==> config.mk <==
export PLATFORM = sky130hd
export DESIGN_NAME = alu_sched
export DESIGN_NICKNAME = d
export VERILOG_FILES = /design/src/rtl/alu_sched_pkg.sv /design/src/rtl/rr_arbiter.sv /design/src/rtl/alu_sched.sv
export SDC_FILE = /design/constraint.sdc
export NUM_CORES = 1
export LEC_CHECK = 0
export CAP_MARGIN = 0
export CORE_UTILIZATION = 43
export DETAILED_ROUTE_END_ITERATION = 12
export MAX_ROUTING_LAYER = met4
export PLACE_DENSITY_LB_ADDON = 0.25
export SLEW_MARGIN = 20
export SYNTH_ARGS = -nofsm -noshare
export SYNTH_HDL_FRONTEND = slang
export SYNTH_SLANG_ARGS = --single-unit
==> constraint.sdc <==
create_clock -name clk -period 4.9 [get_ports clk]
set_input_delay 1.225 -clock clk [delete_from_list [all_inputs] [get_ports clk]]
set_output_delay 1.225 -clock clk [all_outputs]
set_load 0.05 [all_outputs]
==> src/rtl/alu_sched_pkg.sv <==
// Shared constants for the ALU scheduler: default sizing, operand/opcode widths
// and the FSM state encoding.
package alu_sched_pkg;

  localparam int DEF_NREQ    = 4;
  localparam int DEF_ALU_LAT = 2;
  localparam int OP_W        = 3;
  localparam int DATA_W      = 4;

  typedef logic [1:0] state_t;

  localparam state_t ST_IDLE = 2'd0;
  localparam state_t ST_EXEC = 2'd1;
  localparam state_t ST_RESP = 2'd2;

endpackage

==> src/rtl/rr_arbiter.sv <==
// Combinational round-robin arbiter: one-hot grant to the first requester found
// after last_grant, wrapping past N-1 back to 0.
module rr_arbiter #(
  parameter int N   = 4,
  parameter int IDW = $clog2(N)
) (
  input  logic [N-1:0]   req,
  input  logic [IDW-1:0] last_grant,
  output logic [N-1:0]   grant
);

  // Walk the ring starting just after last_grant; the first requester seen wins.
  always_comb begin : arb
    logic           found;
    logic [IDW-1:0] idx;
    grant = '0;
    found = 1'b0;
    idx   = '0;
    for (int k = 1; k <= N; k++) begin
      idx        = IDW'((int'(last_grant) + k) % N);
      grant[idx] = req[idx] & ~found;
      found      = found | req[idx];
    end
  end

endmodule

==> src/rtl/alu_sched.sv <==
// Shares one pipelined ALU among NREQ requesters: round-robin accept, wait
// ALU_LAT cycles for the result, then hold a response until it is taken.
module alu_sched
  import alu_sched_pkg::*;
#(
  parameter int NREQ    = DEF_NREQ,
  parameter int ALU_LAT = DEF_ALU_LAT,
  localparam int IDW    = $clog2(NREQ)
) (
  input  logic                   clk,
  input  logic                   rst_n,
  input  logic [NREQ-1:0]        req_valid,
  output logic [NREQ-1:0]        req_ready,
  input  logic [DATA_W*NREQ-1:0] req_a,
  input  logic [DATA_W*NREQ-1:0] req_b,
  input  logic [OP_W*NREQ-1:0]   req_op,
  output logic [DATA_W-1:0]      alu_a,
  output logic [DATA_W-1:0]      alu_b,
  output logic [OP_W-1:0]        alu_op,
  input  logic [DATA_W-1:0]      alu_result,
  input  logic                   alu_carry,
  output logic                   rsp_valid,
  input  logic                   rsp_ready,
  output logic [IDW-1:0]         rsp_id,
  output logic [DATA_W-1:0]      rsp_result,
  output logic                   rsp_carry,
  output logic                   busy
);

  state_t         state;
  logic [IDW-1:0] last_grant;
  logic [IDW-1:0] gidx;
  logic [2:0]     cnt;
  logic [NREQ-1:0] grant;
  logic           accept;

  logic [DATA_W-1:0] a_arr  [NREQ];
  logic [DATA_W-1:0] b_arr  [NREQ];
  logic [OP_W-1:0]   op_arr [NREQ];

  for (genvar g = 0; g < NREQ; g++) begin : g_slice
    assign a_arr[g]  = req_a[g*DATA_W +: DATA_W];
    assign b_arr[g]  = req_b[g*DATA_W +: DATA_W];
    assign op_arr[g] = req_op[g*OP_W +: OP_W];
  end

  rr_arbiter #(.N(NREQ), .IDW(IDW)) u_arb (
    .req        (req_valid),
    .last_grant (last_grant),
    .grant      (grant)
  );

  // Offer the grant only while idle and out of reset, so req_ready is low during reset.
  assign req_ready = ((state == ST_IDLE) && rst_n) ? grant : '0;
  assign accept    = |(req_valid & req_ready);
  assign busy      = (state != ST_IDLE);
  assign rsp_valid = (state == ST_RESP);

  // Encode the one-hot grant into the winning requester index.
  always_comb begin
    gidx = '0;
    for (int i = 0; i < NREQ; i++) begin
      gidx = grant[i] ? IDW'(i) : gidx;
    end
  end

  // Scheduler FSM: operands, latency counter and response registers.
  always_ff @(posedge clk or negedge rst_n) begin
    if (!rst_n) begin
      state      <= ST_IDLE;
      last_grant <= IDW'(NREQ - 1);
      cnt        <= 3'd0;
      alu_a      <= '0;
      alu_b      <= '0;
      alu_op     <= '0;
      rsp_id     <= '0;
      rsp_result <= '0;
      rsp_carry  <= 1'b0;
    end else begin
      case (state)
        ST_IDLE: begin
          if (accept) begin
            alu_a  <= a_arr[gidx];
            alu_b  <= b_arr[gidx];
            alu_op <= op_arr[gidx];
            rsp_id <= gidx;
            cnt    <= 3'(ALU_LAT);
            state  <= ST_EXEC;
          end else begin
            state <= ST_IDLE;
          end
        end
        ST_EXEC: begin
          // Last counted cycle: the ALU output now reflects the issued operands.
          if (cnt == 3'd1) begin
            rsp_result <= alu_result;
            rsp_carry  <= alu_carry;
            cnt        <= 3'd0;
            state      <= ST_RESP;
          end else begin
            cnt <= cnt - 3'd1;
          end
        end
        ST_RESP: begin
          if (rsp_ready) begin
            last_grant <= rsp_id;
            state      <= ST_IDLE;
          end else begin
            state <= ST_RESP;
          end
        end
        default: begin
          cnt   <= 3'd0;
          state <= ST_IDLE;
        end
      endcase
    end
  end

endmodule

**After elaboration in Yosys (flattened, before gate mapping)**

Cells that the tools add are included.

- Output and inout bits: 24
- Logic and storage cells: 91
- Bits in registers: 25
- Input bits: 56

- Add/sub/neg operators: 5
- Equality and inequality tests: 5
- Bitwise logic cells: 12
- Mux-type cells: 39
- Reduce and logical (&&, ||, !) cells: 12
- Magnitude comparators: 9

Operator list:

| cell | count |
|---|---|
| 2-to-1 mux 4 bit | 5 |
| binary-select mux 4 bit (select 2 bit) | 2 |
| bitwise mux 4 bit | 3 |
| less-than comparator 2 x 3 -> 1 bit (second input constant) | 4 |
| 2-to-1 mux 3 bit | 4 |
| 2-to-1 mux 1 bit | 10 |
| case mux 3 bit (3 select lines) | 1 |
| AND 4 bit | 2 |
| binary-select mux 1 bit (select 2 bit) | 4 |
| demux 1 bit (select 2 bit) | 4 |
| >= comparator 2 x 1 -> 1 bit (second input constant) | 4 |
| 2-to-1 mux 2 bit | 4 |
| AND reduction 2 bit | 4 |
| binary-select mux 3 bit (select 2 bit) | 1 |
| case mux 2 bit (3 select lines) | 1 |
| logical AND 1 bit | 5 |
| adder 2 x 1 -> 2 bit (second input constant) | 2 |
| adder 2 bit (second input constant) | 2 |
| != test 2 bit (second input constant) | 2 |
| NOT 1 bit | 4 |
| OR reduction 4 bit | 1 |
| AND 1 bit | 3 |
| equality test 3 x 1 -> 1 bit (second input constant) | 1 |
| >= comparator 3 bit (second input constant) | 1 |
| other kinds (7) | 8 |

**Depth between registers and ports, before layout**

- Depth in word-level cells: 16
- Depth in mapped cells: 12
- Gate-level depth less buffers: 9

**Hierarchy**

Synthesis repeated with hierarchy kept, for this count alone.

- Cells, all modules: 165
- Area total of the unflattened synthesis: 1869.3 sq um

By module, submodules not included:

| module | instances | area each (sq um) | sequential area each (sq um) | cells an instance |
|---|---|---|---|---|
| alu_sched | 1 | 1475.2 | 628.1 | 131 |
| rr_arbiter | 1 | 394.1 | 0.0 | 34 |

**Worst setup path after synthesis**

Ideal clock, no wire load.

- Kind: input-to-output
- From: input port req_valid[2]
- To: output port req_ready[3]
- Stages: 7
- Path slack: 0.092 ns
- Arrival time: 3.583 ns
- Cell sequence: mux4_2 > or3b_1 > a2bb2oi_1 > and2_1 > buf_2 > clkbuf_1 > nor2b_1

- Cells in the longest elaborated chain, start to end: 8

Ends and longest elaborated chain:

| item | line | RTL |
|---|---|---|
| start: declaration | alu_sched.sv:12 | `input logic [NREQ-1:0] req_valid,` |
| binary-select mux 1 bit (select 2 bit) | rr_arbiter.sv:21, rr_arbiter.sv:22 |  |
| 2-to-1 mux 1 bit (implied by the code) | rr_arbiter.sv:21, rr_arbiter.sv:22 |  |
| NOT 1 bit / OR 1 bit (equally long branches) | rr_arbiter.sv:21, rr_arbiter.sv:22 |  |
| AND 1 bit (tied with other cells) | rr_arbiter.sv:21 | `grant[idx] = req[idx] & ~found;` |
| bitwise mux 4 bit (tied with other cells) | rr_arbiter.sv:21 |  |
| bitwise mux 4 bit / AND 1 bit (equally long branches) | rr_arbiter.sv:21 |  |
| bitwise mux 4 bit * | rr_arbiter.sv:21 |  |
| 2-to-1 mux 4 bit * | alu_sched.sv:54 | `assign req_ready = ((state == ST_IDLE) && rst_n) ? grant : '0;` |
| end: declaration | alu_sched.sv:13 | `output logic [NREQ-1:0] req_ready,` |

Every way passes the cells marked *; elsewhere a longest branch is shown, timed or not. The select of a mux whose other input is x is not followed.

**Final worst setup path**

- From: input port req_valid[2]
- To: output port req_ready[1]

Same word-level chain as after synthesis.

==> out/qor.yml <==
rrSetupSlack_ns: 1.05
r2r_end: "alu_b[2]"
power_frac_comb_pct: 77.8
fin_area_mm2: 0.002872
cts_buffers: 3
synth_top_flop_cell: "dfrtp_1"
synth_edf_count: 0
n_antenna_cell: 0
worstSetupPathType: "input port to output port"
wirelength_um: 5111
setup_violations: 0
power_density_mw_per_mm2: 820.2
clock-sinks: 25
initial_core_util_pct: 45.85
grt_pass1_wl_um: 7672
io_pins: 80
grt-ovfl-total: 0
yosysTopAreaCell: "dfrtp_1"
wire_per_inst_um: 15.82
clockPowerShare_pct: 5.1
ys_types: 41
dpl_cell_area_mm2: 0.002804
status: "finished clean"
hold_depth: 1
dr.pass1.iters: 4
synth_area_leaders: "dfrtp_1 (31%), mux2_2 (8.4%), ha_1 (6.0%)"
hold_path_end: "alu_a[3]"
avgSynthCellArea_um2: 9.931
vdd_drop_max_mv: 0.5755
die_w_um: 68.24
area_delta_synth_final_pct: 52.19
grt_use_met1_pct: 31.64
total_leakage_power_nw: 1.216
required_ns: 3.67
power.net_switching_mw: 1.192
io_buffers: 79
htreeDepth: 1
drv_cap: 0
gp_routability_congestion: 0.8930
cts-hold-fix-buffers: 0
cellInternalPower_mw: 1.163
synth_top_area_share_pct: 30.50
track_usage_pct: 22.76
slowest_delay_ns: 0.58
worst_slew_pin_slew_ns: 0.5245
num_rows: 23
ant_nets: 0
r2r-start: "last_grant[0]"
ys_seq_elements: 25
synth-warning-count: 0
use_met3_pct: 2.333
path_delay_family: "simple AND/OR/NAND/NOR gates"
drt_iter0_markers: 80
clk_pin_slew_ns: 0.08
worst_setup_path_start_kind: "input port"
pre_cts_ws_ns: 0.08512
hpwl_um: 3978
syn_area_mm2: 0.001887
grtUsageMet2_pct: 35.05
slew_headroom_pct: 64.93
fillers: 345
yosysSeqAreaShare_pct: 33.29
power_mw: 2.355
fin_setup_tns_ns: 0
seq_power_share_pct: 17.1
max_freq_mhz: 208.7
remaining_drc_errors: 0
reg2reg_depth: 12
slowest_stage: "mux4_2"
clock_path_buffers: 2
fin_crit_ns: 4.791
crit_path_max_fanout: 7
finalHoldViolCount: 0
synth_nets: 255
antenna_found_initial: 0
setup_slack_ns: 0.1091
final_common_cell: "clkdlybuf4s50_1"
fin_crit_sh_pct: 97.77
grt_max_degree: 26
path_cells: "clkdlybuf4s50_1 > mux4_2 > or3b_1 > or3_1 > a31oi_2 > buf_12"
syn_inst: 190
async_flop_share_pct: 100.0
endpoint_kind: "output port"
dp_cells: 318
fin_skew_ns: 0.003028
cts_root_buffer: "clkbuf_8"
fp.dieArea_mm2: 0.004657
arrival_ns: 3.57
min_path_type: "flop to flop"
grt.busiest_layer: "met2"
fp.dieH_um: 68.24
fin_cells: 323
holdCritStartpoint: "alu_a[3]"
cp.buffers_inverters: 2
fin_hold_ws_ns: 0.5095
vias: 1776
cts_tree: "built"
final_cell_mix: "clkdlybuf4s50_1 (75), dfrtp_1 (23), inv_1 (22), mux2_2 (14), o21ai_0 (13)"
drive_above_1_share_pct: 17.58
final_nets: 339
final_core_util_pct: 69.78
slew_viol_final: 0
p_sw_share_pct: 50.62
via_per_inst: 5.498
grt_pass1_vias: 1642
core_area_mm2: 0.004115
insertion_delay_ns: 0.26
## what timing repair did
action                                  in CTS  in global routing
setup buffers                                0                  1
endpoints found under the setup margin       0                  2
hold endpoints to repair                     0                  0
resized for setup                            0                  3
## per-layer routing
metal	routed length (um)	vias up
met4	36	0
li1	-	872
met2	2423	56
met5	0	-
met1	2419	844
met3	232	4
## worst register-to-register path: stages (launching register included)
cell,delay [ns]
dfstp_2,0.69
inv_1,0.14
ha_1,0.42
mux4_2,0.39
buf_4,0.17
and3b_1,0.15
a2111o_1,0.41
buf_4,0.19
and2_1,0.19
a222oi_1,0.35
o2bb2ai_2,0.10
buf_4,0.22
mux2_4,0.32
## synth_stat cells (5+ instances only)
cell and instances:
o31a_1 11, dfrtp_1 23, nor2b_1 5, ha_1 9
mux2i_1 5, mux2_2 14, nand3_1 12, o21ai_0 13
inv_1 22, nand2b_1 5, a32oi_1 11, nand2_1 8
clkbuf_1 8
## power by group through the flow
stage,logic (mW),clock network [mW],registers [mW]
floorplan,1.00,0,0.645
global placement,1.79,0,0.402
detailed placement,1.80,0,0.409
CTS,1.81,0.122,0.407
global route,1.96,0.129,0.423
finish,1.83,0.120,0.403
## worst max-delay path by stage
stage	end	cells past startpoint	slack [ns]	from
detailed placement	req_ready[1]	6	0.09	req_valid[0]
CTS	req_ready[1]	6	0.08	req_valid[2]
floorplan	req_ready[3]	7	0.09	req_valid[2]
global placement	req_ready[1]	6	0.11	req_valid[0]
global route	req_ready[2]	8	-0.03	req_valid[2]
finish	req_ready[1]	6	0.11	req_valid[2]
## flip-flops by register name (all words and copies together) (netlist names)
| register | flops |
|---|---|
| cnt | 3 |
| alu_op | 3 |
| last_grant | 2 |
| rsp_id | 2 |
| rsp_carry | 1 |
| state | 2 |
| rsp_result | 4 |
| alu_a | 4 |
| alu_b | 4 |
## layout make-up
type                            instances  area [um2]  area share (%)
Sequential cell                        25       628.1           21.87
Clock buffer                            4       45.04           1.569
Multi-Input combinational cell        132        1140           39.69
Inverter                               22       82.58           2.876
Tap cell                               50       62.56           2.179
Timing Repair Buffer                   90       913.4           31.81
## cell families (layout without fill, tap and decap cells)
kind of cell               count (synthesis)  count (layout)  synth area share [%]
muxes                                     27              27                 18.97
AOI/OAI and AO/OA                         52              52                 21.49
buffers and inverters                     33             116                 7.096
adders and majority gates                  9               9                 5.968
DFF                                       25              25                 33.29
and+or+nand+nor                           44              44                 13.20
No activity file was read; power rests on OpenSTA's default activity.
